===== config.mk =====
export PLATFORM = sky130hd
export DESIGN_NAME = selen_ifetch_responder_flat
export DESIGN_NICKNAME = d
export VERILOG_FILES = /design/src/rtl/selen_ifetch_pkg.sv /design/src/rtl/selen_ifetch_if.sv /design/src/rtl/selen_ifetch_buf.sv /design/src/rtl/selen_ifetch_responder.sv /design/src/flat_wrapper.sv
export SDC_FILE = /design/constraint.sdc
export NUM_CORES = 1
export LEC_CHECK = 0
export ABC_AREA = 1
export CAP_MARGIN = 20
export CORE_ASPECT_RATIO = 0.7
export CORE_MARGIN = 4
export CORE_UTILIZATION = 48
export CTS_CLUSTER_DIAMETER = 40
export DETAILED_ROUTE_END_ITERATION = 7
export PLACE_DENSITY = 0.81
export SYNTH_ARGS = -nofsm -noshare
export SYNTH_HDL_FRONTEND = slang
export SYNTH_SLANG_ARGS = --single-unit
export TNS_END_PERCENT = 5

===== constraint.sdc =====
create_clock -name clk -period 3.5 [get_ports clk]
set_clock_uncertainty 0.1 [all_clocks]
set_input_delay 1.05 -clock clk [delete_from_list [all_inputs] [get_ports clk]]
set_output_delay 1.05 -clock clk [all_outputs]
set_load 0.02 [all_outputs]

===== src/rtl/selen_ifetch_pkg.sv =====
// Shared types for the instruction-fetch responder: FSM states, fetch-buffer
// entry layout and the word returned for unmapped fetch addresses.
package selen_ifetch_pkg;

  localparam int ADDR_W_DEF = 32;
  localparam int DATA_W_DEF = 32;
  localparam int TAG_W      = ADDR_W_DEF - 2;

  localparam logic [31:0] RV32_NOP = 32'h0000_0013;

  typedef enum logic [1:0] {
    IDLE  = 2'd0,
    ISSUE = 2'd1,
    WAIT  = 2'd2,
    OORR  = 2'd3
  } fetch_state_t;

  typedef struct packed {
    logic                  valid;
    logic [TAG_W-1:0]      tag;
    logic [DATA_W_DEF-1:0] data;
  } buf_entry_t;

endpackage


===== src/rtl/selen_ifetch_if.sv =====
// Core instruction-fetch port: the core drives request/address, the
// responder returns a same-cycle ack with the instruction word.
interface selen_ifetch_if #(
  parameter int ADDR_W = 32,
  parameter int DATA_W = 32
) ();
  logic              i_req_val;
  logic [ADDR_W-1:0] i_req_addr;
  logic              i_req_ack;
  logic [DATA_W-1:0] i_ack_rdata;

  modport master (output i_req_val, output i_req_addr,
                  input  i_req_ack, input  i_ack_rdata);
  modport slave  (input  i_req_val, input  i_req_addr,
                  output i_req_ack, output i_ack_rdata);
endinterface


===== src/rtl/selen_ifetch_buf.sv =====
// One tagged fetch-buffer entry: valid bit with reset/clear, tag and data
// storage written on load, and a combinational tag compare.
module selen_ifetch_buf
  import selen_ifetch_pkg::*;
(
  input  logic                  clk,
  input  logic                  rst,
  input  logic                  clr,
  input  logic                  load,
  input  logic [TAG_W-1:0]      load_tag,
  input  logic [DATA_W_DEF-1:0] load_data,
  input  logic [TAG_W-1:0]      look_tag,
  output logic                  match,
  output buf_entry_t            entry
);

  logic                  valid_q;
  logic [TAG_W-1:0]      tag_q;
  logic [DATA_W_DEF-1:0] data_q;

  always_ff @(posedge clk or posedge rst) begin
    if (rst)       valid_q <= 1'b0;
    else if (clr)  valid_q <= 1'b0;
    else if (load) valid_q <= 1'b1;
  end

  // Payload is only observable through a valid hit, so it carries no reset.
  always_ff @(posedge clk) begin
    if (load && !clr) begin
      tag_q  <= load_tag;
      data_q <= load_data;
    end
  end

  assign match = valid_q && (tag_q == look_tag);
  assign entry = '{valid: valid_q, tag: tag_q, data: data_q};

endmodule


===== src/rtl/selen_ifetch_responder.sv =====
// Memory-side responder for core instruction fetches with a tagged fetch buffer.
// Optional next-word prefetch entry enabled by SELEN_IFETCH_PREFETCH_EN.
module selen_ifetch_responder
  import selen_ifetch_pkg::*;
#(
  parameter int ADDR_W = ADDR_W_DEF,
  parameter int DATA_W = DATA_W_DEF,
  parameter int MEM_AW = 16,
  parameter int MEM_LAT = 2,
  parameter logic [DATA_W-1:0] OOR_DATA = RV32_NOP
) (
  input  logic              clk,
  input  logic              rst,
  selen_ifetch_if.slave     fetch,
  input  logic              flush,
  output logic              mem_req,
  output logic [MEM_AW-1:0] mem_addr,
  input  logic [DATA_W-1:0] mem_rdata,
  output logic              resp_ready
);

  localparam int TW = ADDR_W - 2;
  localparam int CNT_W = 2;
  localparam logic [CNT_W-1:0] CNT_LAST = CNT_W'(MEM_LAT - 1);

  function automatic logic is_oor(input logic [TW-1:0] t);
    return |(t >> MEM_AW);
  endfunction

  fetch_state_t     state_q, state_d;
  logic [TW-1:0]    cap_tag_q, cap_d;
  logic [CNT_W-1:0] cnt_q, cnt_d;
  logic             discard_q, disc_d;

  logic [TW-1:0]     req_tag;
  logic              hit, hit_any;
  logic              pri_match, pri_load;
  logic [TW-1:0]     pri_ld_tag;
  logic [DATA_W-1:0] pri_ld_data, hit_data;
  buf_entry_t        pri_entry;
  logic              unused_bits;

  assign req_tag = fetch.i_req_addr[ADDR_W-1:2];

  selen_ifetch_buf u_pri (
    .clk(clk), .rst(rst), .clr(flush), .load(pri_load),
    .load_tag(pri_ld_tag), .load_data(pri_ld_data), .look_tag(req_tag),
    .match(pri_match), .entry(pri_entry)
  );

`ifdef SELEN_IFETCH_PREFETCH_EN
  logic          pf_q, pf_d, nxt_match, nxt_load, pf_ok;
  logic [TW:0]   pf_sum;
  logic [TW-1:0] pf_tag;
  buf_entry_t    nxt_entry;

  selen_ifetch_buf u_nxt (
    .clk(clk), .rst(rst), .clr(flush), .load(nxt_load),
    .load_tag(cap_tag_q), .load_data(mem_rdata), .look_tag(req_tag),
    .match(nxt_match), .entry(nxt_entry)
  );

  assign pf_sum   = {1'b0, req_tag} + (TW + 1)'(1);
  assign pf_tag   = pf_sum[TW-1:0];
  assign pf_ok    = !pf_sum[TW] && !is_oor(pf_tag)
                    && !(nxt_entry.valid && nxt_entry.tag == pf_tag);
  assign hit_any  = pri_match || nxt_match;
  assign hit_data = pri_match ? pri_entry.data : nxt_entry.data;
`else
  assign hit_any  = pri_match;
  assign hit_data = pri_entry.data;
`endif

  assign hit               = fetch.i_req_val && !flush && hit_any;
  assign fetch.i_req_ack   = hit;
  assign fetch.i_ack_rdata = hit ? hit_data : '0;
  assign mem_req           = (state_q == ISSUE);
  assign mem_addr          = (state_q == ISSUE) ? cap_tag_q[MEM_AW-1:0] : '0;
  assign unused_bits       = ^{fetch.i_req_addr[1:0], pri_entry.valid, pri_entry.tag};

  always_ff @(posedge clk or posedge rst) begin
    if (rst) begin
      state_q    <= IDLE;
      cnt_q      <= '0;
      discard_q  <= 1'b0;
      resp_ready <= 1'b0;
`ifdef SELEN_IFETCH_PREFETCH_EN
      pf_q       <= 1'b0;
`endif
    end else begin
      state_q    <= state_d;
      cnt_q      <= cnt_d;
      discard_q  <= disc_d;
      resp_ready <= 1'b1;
`ifdef SELEN_IFETCH_PREFETCH_EN
      pf_q       <= pf_d;
`endif
    end
  end

  always_ff @(posedge clk) begin
    cap_tag_q <= cap_d;
  end

  always_comb begin
    state_d     = state_q;
    cap_d       = cap_tag_q;
    cnt_d       = cnt_q;
    disc_d      = discard_q;
    pri_load    = 1'b0;
    pri_ld_tag  = cap_tag_q;
    pri_ld_data = mem_rdata;
`ifdef SELEN_IFETCH_PREFETCH_EN
    pf_d        = pf_q;
    nxt_load    = 1'b0;
`endif
    unique case (state_q)
      IDLE: begin
        disc_d = 1'b0;
        if (fetch.i_req_val && !hit) begin
          cap_d   = req_tag;
          state_d = is_oor(req_tag) ? OORR : ISSUE;
`ifdef SELEN_IFETCH_PREFETCH_EN
          pf_d    = 1'b0;
        end else if (hit) begin
          // A NEXT hit becomes the primary entry; then look one word further.
          if (!pri_match) begin
            pri_load    = 1'b1;
            pri_ld_tag  = nxt_entry.tag;
            pri_ld_data = nxt_entry.data;
          end
          if (pf_ok) begin
            cap_d   = pf_tag;
            pf_d    = 1'b1;
            state_d = ISSUE;
          end
`endif
        end
      end
      ISSUE: begin
        cnt_d   = '0;
        state_d = WAIT;
        if (flush) disc_d = 1'b1;
      end
      WAIT: begin
        if (flush) disc_d = 1'b1;
        if (cnt_q == CNT_LAST) begin
          state_d = IDLE;
`ifdef SELEN_IFETCH_PREFETCH_EN
          if (pf_q) nxt_load = !discard_q && !flush;
          else      pri_load = !discard_q && !flush;
`else
          pri_load = !discard_q && !flush;
`endif
        end else begin
          cnt_d = cnt_q + CNT_W'(1);
        end
      end
      OORR: begin
        pri_load    = !flush;
        pri_ld_data = OOR_DATA;
        state_d     = IDLE;
      end
      default: state_d = IDLE;
    endcase
  end

endmodule

===== src/flat_wrapper.sv =====
// flat-port wrapper written by rule: the top's interface ports become plain ports
module selen_ifetch_responder_flat import selen_ifetch_pkg::*;
#(
  parameter int ADDR_W = ADDR_W_DEF,
  parameter int DATA_W = DATA_W_DEF,
  parameter int MEM_AW = 16,
  parameter int MEM_LAT = 2,
  parameter logic [DATA_W-1:0] OOR_DATA = RV32_NOP
)
  (clk, rst, flush, mem_req, mem_addr, mem_rdata, resp_ready, fetch_i_req_val, fetch_i_req_addr, fetch_i_req_ack, fetch_i_ack_rdata);
  selen_ifetch_if #(.ADDR_W(ADDR_W), .DATA_W(DATA_W)) fetch_i ();
  input  logic clk;
  input  logic rst;
  input  logic flush;
  output logic mem_req;
  output logic [MEM_AW-1:0] mem_addr;
  input  logic [DATA_W-1:0] mem_rdata;
  output logic resp_ready;
  input wire logic [$bits(fetch_i.i_req_val)-1:0] fetch_i_req_val;
  input wire logic [$bits(fetch_i.i_req_addr)-1:0] fetch_i_req_addr;
  output wire logic [$bits(fetch_i.i_req_ack)-1:0] fetch_i_req_ack;
  output wire logic [$bits(fetch_i.i_ack_rdata)-1:0] fetch_i_ack_rdata;
  assign fetch_i.i_req_val = fetch_i_req_val;
  assign fetch_i.i_req_addr = fetch_i_req_addr;
  assign fetch_i_req_ack = fetch_i.i_req_ack;
  assign fetch_i_ack_rdata = fetch_i.i_ack_rdata;
  selen_ifetch_responder #(.ADDR_W(ADDR_W), .DATA_W(DATA_W), .MEM_AW(MEM_AW), .MEM_LAT(MEM_LAT), .OOR_DATA(OOR_DATA)) u_core (.clk(clk), .rst(rst), .fetch(fetch_i), .flush(flush), .mem_req(mem_req), .mem_addr(mem_addr), .mem_rdata(mem_rdata), .resp_ready(resp_ready));
endmodule

==> summary.txt <==
Floorplan
  • FP Rows: 28
  • Die span in x: 121 um
  • Top-Level Pins: 119
  • Die area: 10500 um^2
  • Core area: 8550 um^2
  • Die height: 87.0 um
  • Initial Util: 50.0%

Finish
  • Share of post-route cells with drive strength above 1: 17.1%
  • Area of the multi-input gates: 946 um^2
  • Fillers: 671
  • Reg area: 2940 um^2
  • Final Instance Area: 6030 um^2
  • Post-layout net count: 623
  • Layout area overhead: 41.1%

Synth
  • Mapped Area: 4270 um^2
  • Sequential share of the synthesized area: 68.7%
  • Synth cell types: 20
  • Avg Cell Area, Syn: 10.6 um^2
  • Synthesized instance count: 402
  • Synth Net Count: 475
  • Yosys warns: 0
  • Flops & latches, synth: 99

CTS
  • TritonCTS Sinks: 99
  • CTS tree: yes
  • Clock Path Buffers: 2
  • Cts hold-fix bufs: 0
  • Clock Latency Late Sink: 0.34 ns
  • Root Driver: clkbuf_16
  • H-tree depth: 3
  • Clock transition at path regs: 0.06 ns
  • Num CTS Buffers: 9

Worst setup path
  • Worst r2r src: u_core.state_q[0]$_DFFE_PP0P_
  • RR Endpoint: u_core.u_pri.tag_q[22]$_DFFE_PP_
  • Kind of critical path: in2out
  • CP endpoint: fetch_i_ack_rdata[3]
  • Reg2reg setup slack: 1.40 ns
  • Crit. Startpoint: flush
  • Critical path capture point type: output port
  • Max FO, Critical Path: 34
  • R2R depth: 5
  • Worst Path Arrival: 2.56 ns
  • WP data required: 2.35 ns
  • Setup crit start kind: input pin

Detailed routing
  • Drt drc: 0
  • Vias/cell: 4.41
  • Initial DRT Pass Iterations: 4
  • Number of routed nets with antenna violations: 0
  • Routed length per instance: 13.5 um
  • Drt initial violations: 215
  • Via count: 2978
  • Routed WL: 9120 um

STA
  • Final WS setup: -0.212 ns
  • Hold slack: 0.319 ns
  • Pins Over Slew Limit: 0
  • Fin. Hold Viols: 0
  • Fmax achieved: 0.269 GHz
  • RSZ-0062 raised after global routing: true
  • Worst slew pin tran: 0.612 ns
  • Ratio of final minimum period to clock period: 106%
  • Final Setup Violations: 33
  • Final setup TNS: -6.17 ns
  • Max_slew headroom: 59.2%
  • Post-layout minimum cycle time: 3.71 ns

Power and ir drop
  • Cell Pwr Density: 557 nW/um^2
  • Worst vdd ir: 0.414 mV
  • Leakage: 2.79 nW

Job
  • Max Cap Violations: 0

Status
  • Failing checks: negative setup slack
  • Status: finished, violations left

Place
  • DP Wirelength: 6780 um
  • Placed Area: 5790 um^2
  • RePlAce Congestion: 0.774
  • IO Port Bufs: 116

Worst hold path
  • Worst Hold Class: reg2reg

Global routing
  • Pin count of the biggest net entering global routing: 42
  • Initial antenna violation count: 0
  • Number of global-route vias before repair: 2983
  • Global route total overflow: 0
  • First-pass GRT wire length: 14200 um
  • GRT Resource Usage Total: 17.6%
-- synthesized netlist by cell type --
library cell  instances  area [um^2]
a21oi_1               2         10.0
buf_2                 3         15.0
clkbuf_1              5         18.8
conb_1                1         3.75
dfrtp_1               7          175
edfxtp_1             92         2760
ha_1                  5         62.6
inv_1               103          387
nand2_1              70          263
nand2_2               2         12.5
nand3_1               2         10.0
nand4_1               1         6.26
nor2_1               76          285
nor2_2                1         6.26
nor4_1                3         18.8
o21a_1                1         7.51
o21ai_0               2         10.0
or2_2                 3         18.8
xnor2_1              22          193
xor2_1                1         8.76
-- metrics by stage --
| stage | utilization [%] | power (mW) | cells | setup slack, ns |
|---|---|---|---|---|
| after global placement | 67.7 | 2.46 | 658 | -0.794 |
| after detailed placement | 67.7 | 2.51 | 658 | -0.825 |
| after CTS | 69.7 | 3.38 | 674 | -0.220 |
| final | 70.6 | 3.36 | 676 | -0.212 |
| after floorplan | - | 2.15 | 402 | 0.157 |
| after global routing | 70.5 | 3.55 | 675 | -0.355 |
-- worst max-delay path: stages --
cell	delay, ns
clkdlybuf4s50_1	0.42
inv_1	0.06
nand2_1	0.07
nor2_2	0.11
nand2_1	0.06
nor2_1	0.10
nand2_1	0.07
nor2_2	0.09
nand2_2	0.07
buf_12	0.17
nor2_1	0.12
buf_4	0.15
-- worst min-delay path by stage --
stage                                              start                                to  cells after the start
after floorplan           u_core.cap_tag_q[16]$_DFFE_PP_  u_core.u_pri.tag_q[16]$_DFFE_PP_                      0
after global placement    u_core.cap_tag_q[25]$_DFFE_PP_  u_core.u_pri.tag_q[25]$_DFFE_PP_                      0
after detailed placement  u_core.cap_tag_q[26]$_DFFE_PP_  u_core.u_pri.tag_q[26]$_DFFE_PP_                      0
after CTS                 u_core.cap_tag_q[26]$_DFFE_PP_  u_core.u_pri.tag_q[26]$_DFFE_PP_                      0
after global routing      u_core.cap_tag_q[25]$_DFFE_PP_  u_core.u_pri.tag_q[25]$_DFFE_PP_                      0
final                     u_core.cap_tag_q[25]$_DFFE_PP_  u_core.u_pri.tag_q[25]$_DFFE_PP_                      0
-- layer usage --
| metal | wire (um) | up-vias | share of wire (%) | track usage, % |
|---|---|---|---|---|
| li1 | - | 1505 | - | - |
| met4 | 131 | 0 | 1.4 | 6.07 |
| met2 | 4670 | 72 | 51 | 28.9 |
| met3 | 337 | 11 | 3.7 | 4.81 |
| met1 | 3980 | 1390 | 44 | 22.7 |
| met5 | 0 | - | 0 | 0 |
-- power by group --
group / leakage (nW) / switching (mW) / internal (mW)
clock: 0.125 / 0.398 / 0.478
sequential: 0.933 / 0.0852 / 1.60
combinational: 1.74 / 0.468 / 0.330
total: 2.79 / 0.950 / 2.41
-- area by class of cell --
cell class                      count  area share (%)
Inverter                          103            6.41
Timing Repair Buffer              145            22.3
Multi-Input combinational cell    192            15.7
Antenna cell                        1          0.0415
Tap cell                          120            2.49
Clock buffer                       11            3.86
Clock inverter                      5           0.498
Sequential cell                    99            48.7
-- placed cells by master (no fill, tap or decap), drive strengths merged, types with 5 or more instances in the layout --
cell type | Yosys | layout
edfxtp | 92 | 92
clkbuf | 5 | 11
xnor2 | 22 | 22
nor2 | 77 | 77
dlygate4sd2 | 0 | 21
nand2 | 72 | 72
dfrtp | 7 | 7
buf | 3 | 62
ha | 5 | 5
clkdlybuf4s50 | 0 | 60
inv | 103 | 103
-- registers in the layout, summed over array words and instances, names as in the netlist --
name and cells:
u_core.cap_tag_q 30, u_core.cnt_q 2, u_core.u_pri.tag_q 30, u_core.u_pri.data_q 32, u_core.discard_q 1, u_core.resp_ready 1
u_core.state_q 2, u_core.u_pri.valid_q 1
-- logic make-up (layout without fill, tap and decap cells) --
kind of cell             Yosys count  in the layout  share of synthesized area (%)
AND/OR/NAND/NOR                  158            158                           14.5
adder cells (fa/ha/maj)            5              5                           1.46
flip-flops                        99             99                           68.7
buffers and inverters            111            264                           9.84
other                              1              2                         0.0877
XOR/XNOR                          23             23                           4.71
AO/OA/AOI/OAI                      5              5                          0.644
-- what timing repair did --
action | 4_1_cts | 5_1_grt
setup buffers | 0 | 0
resized for setup | 191 | 18
setup endpoints to repair | 33 | 33
pin swaps | 1 | 1
(Power assumes the default switching activity.)
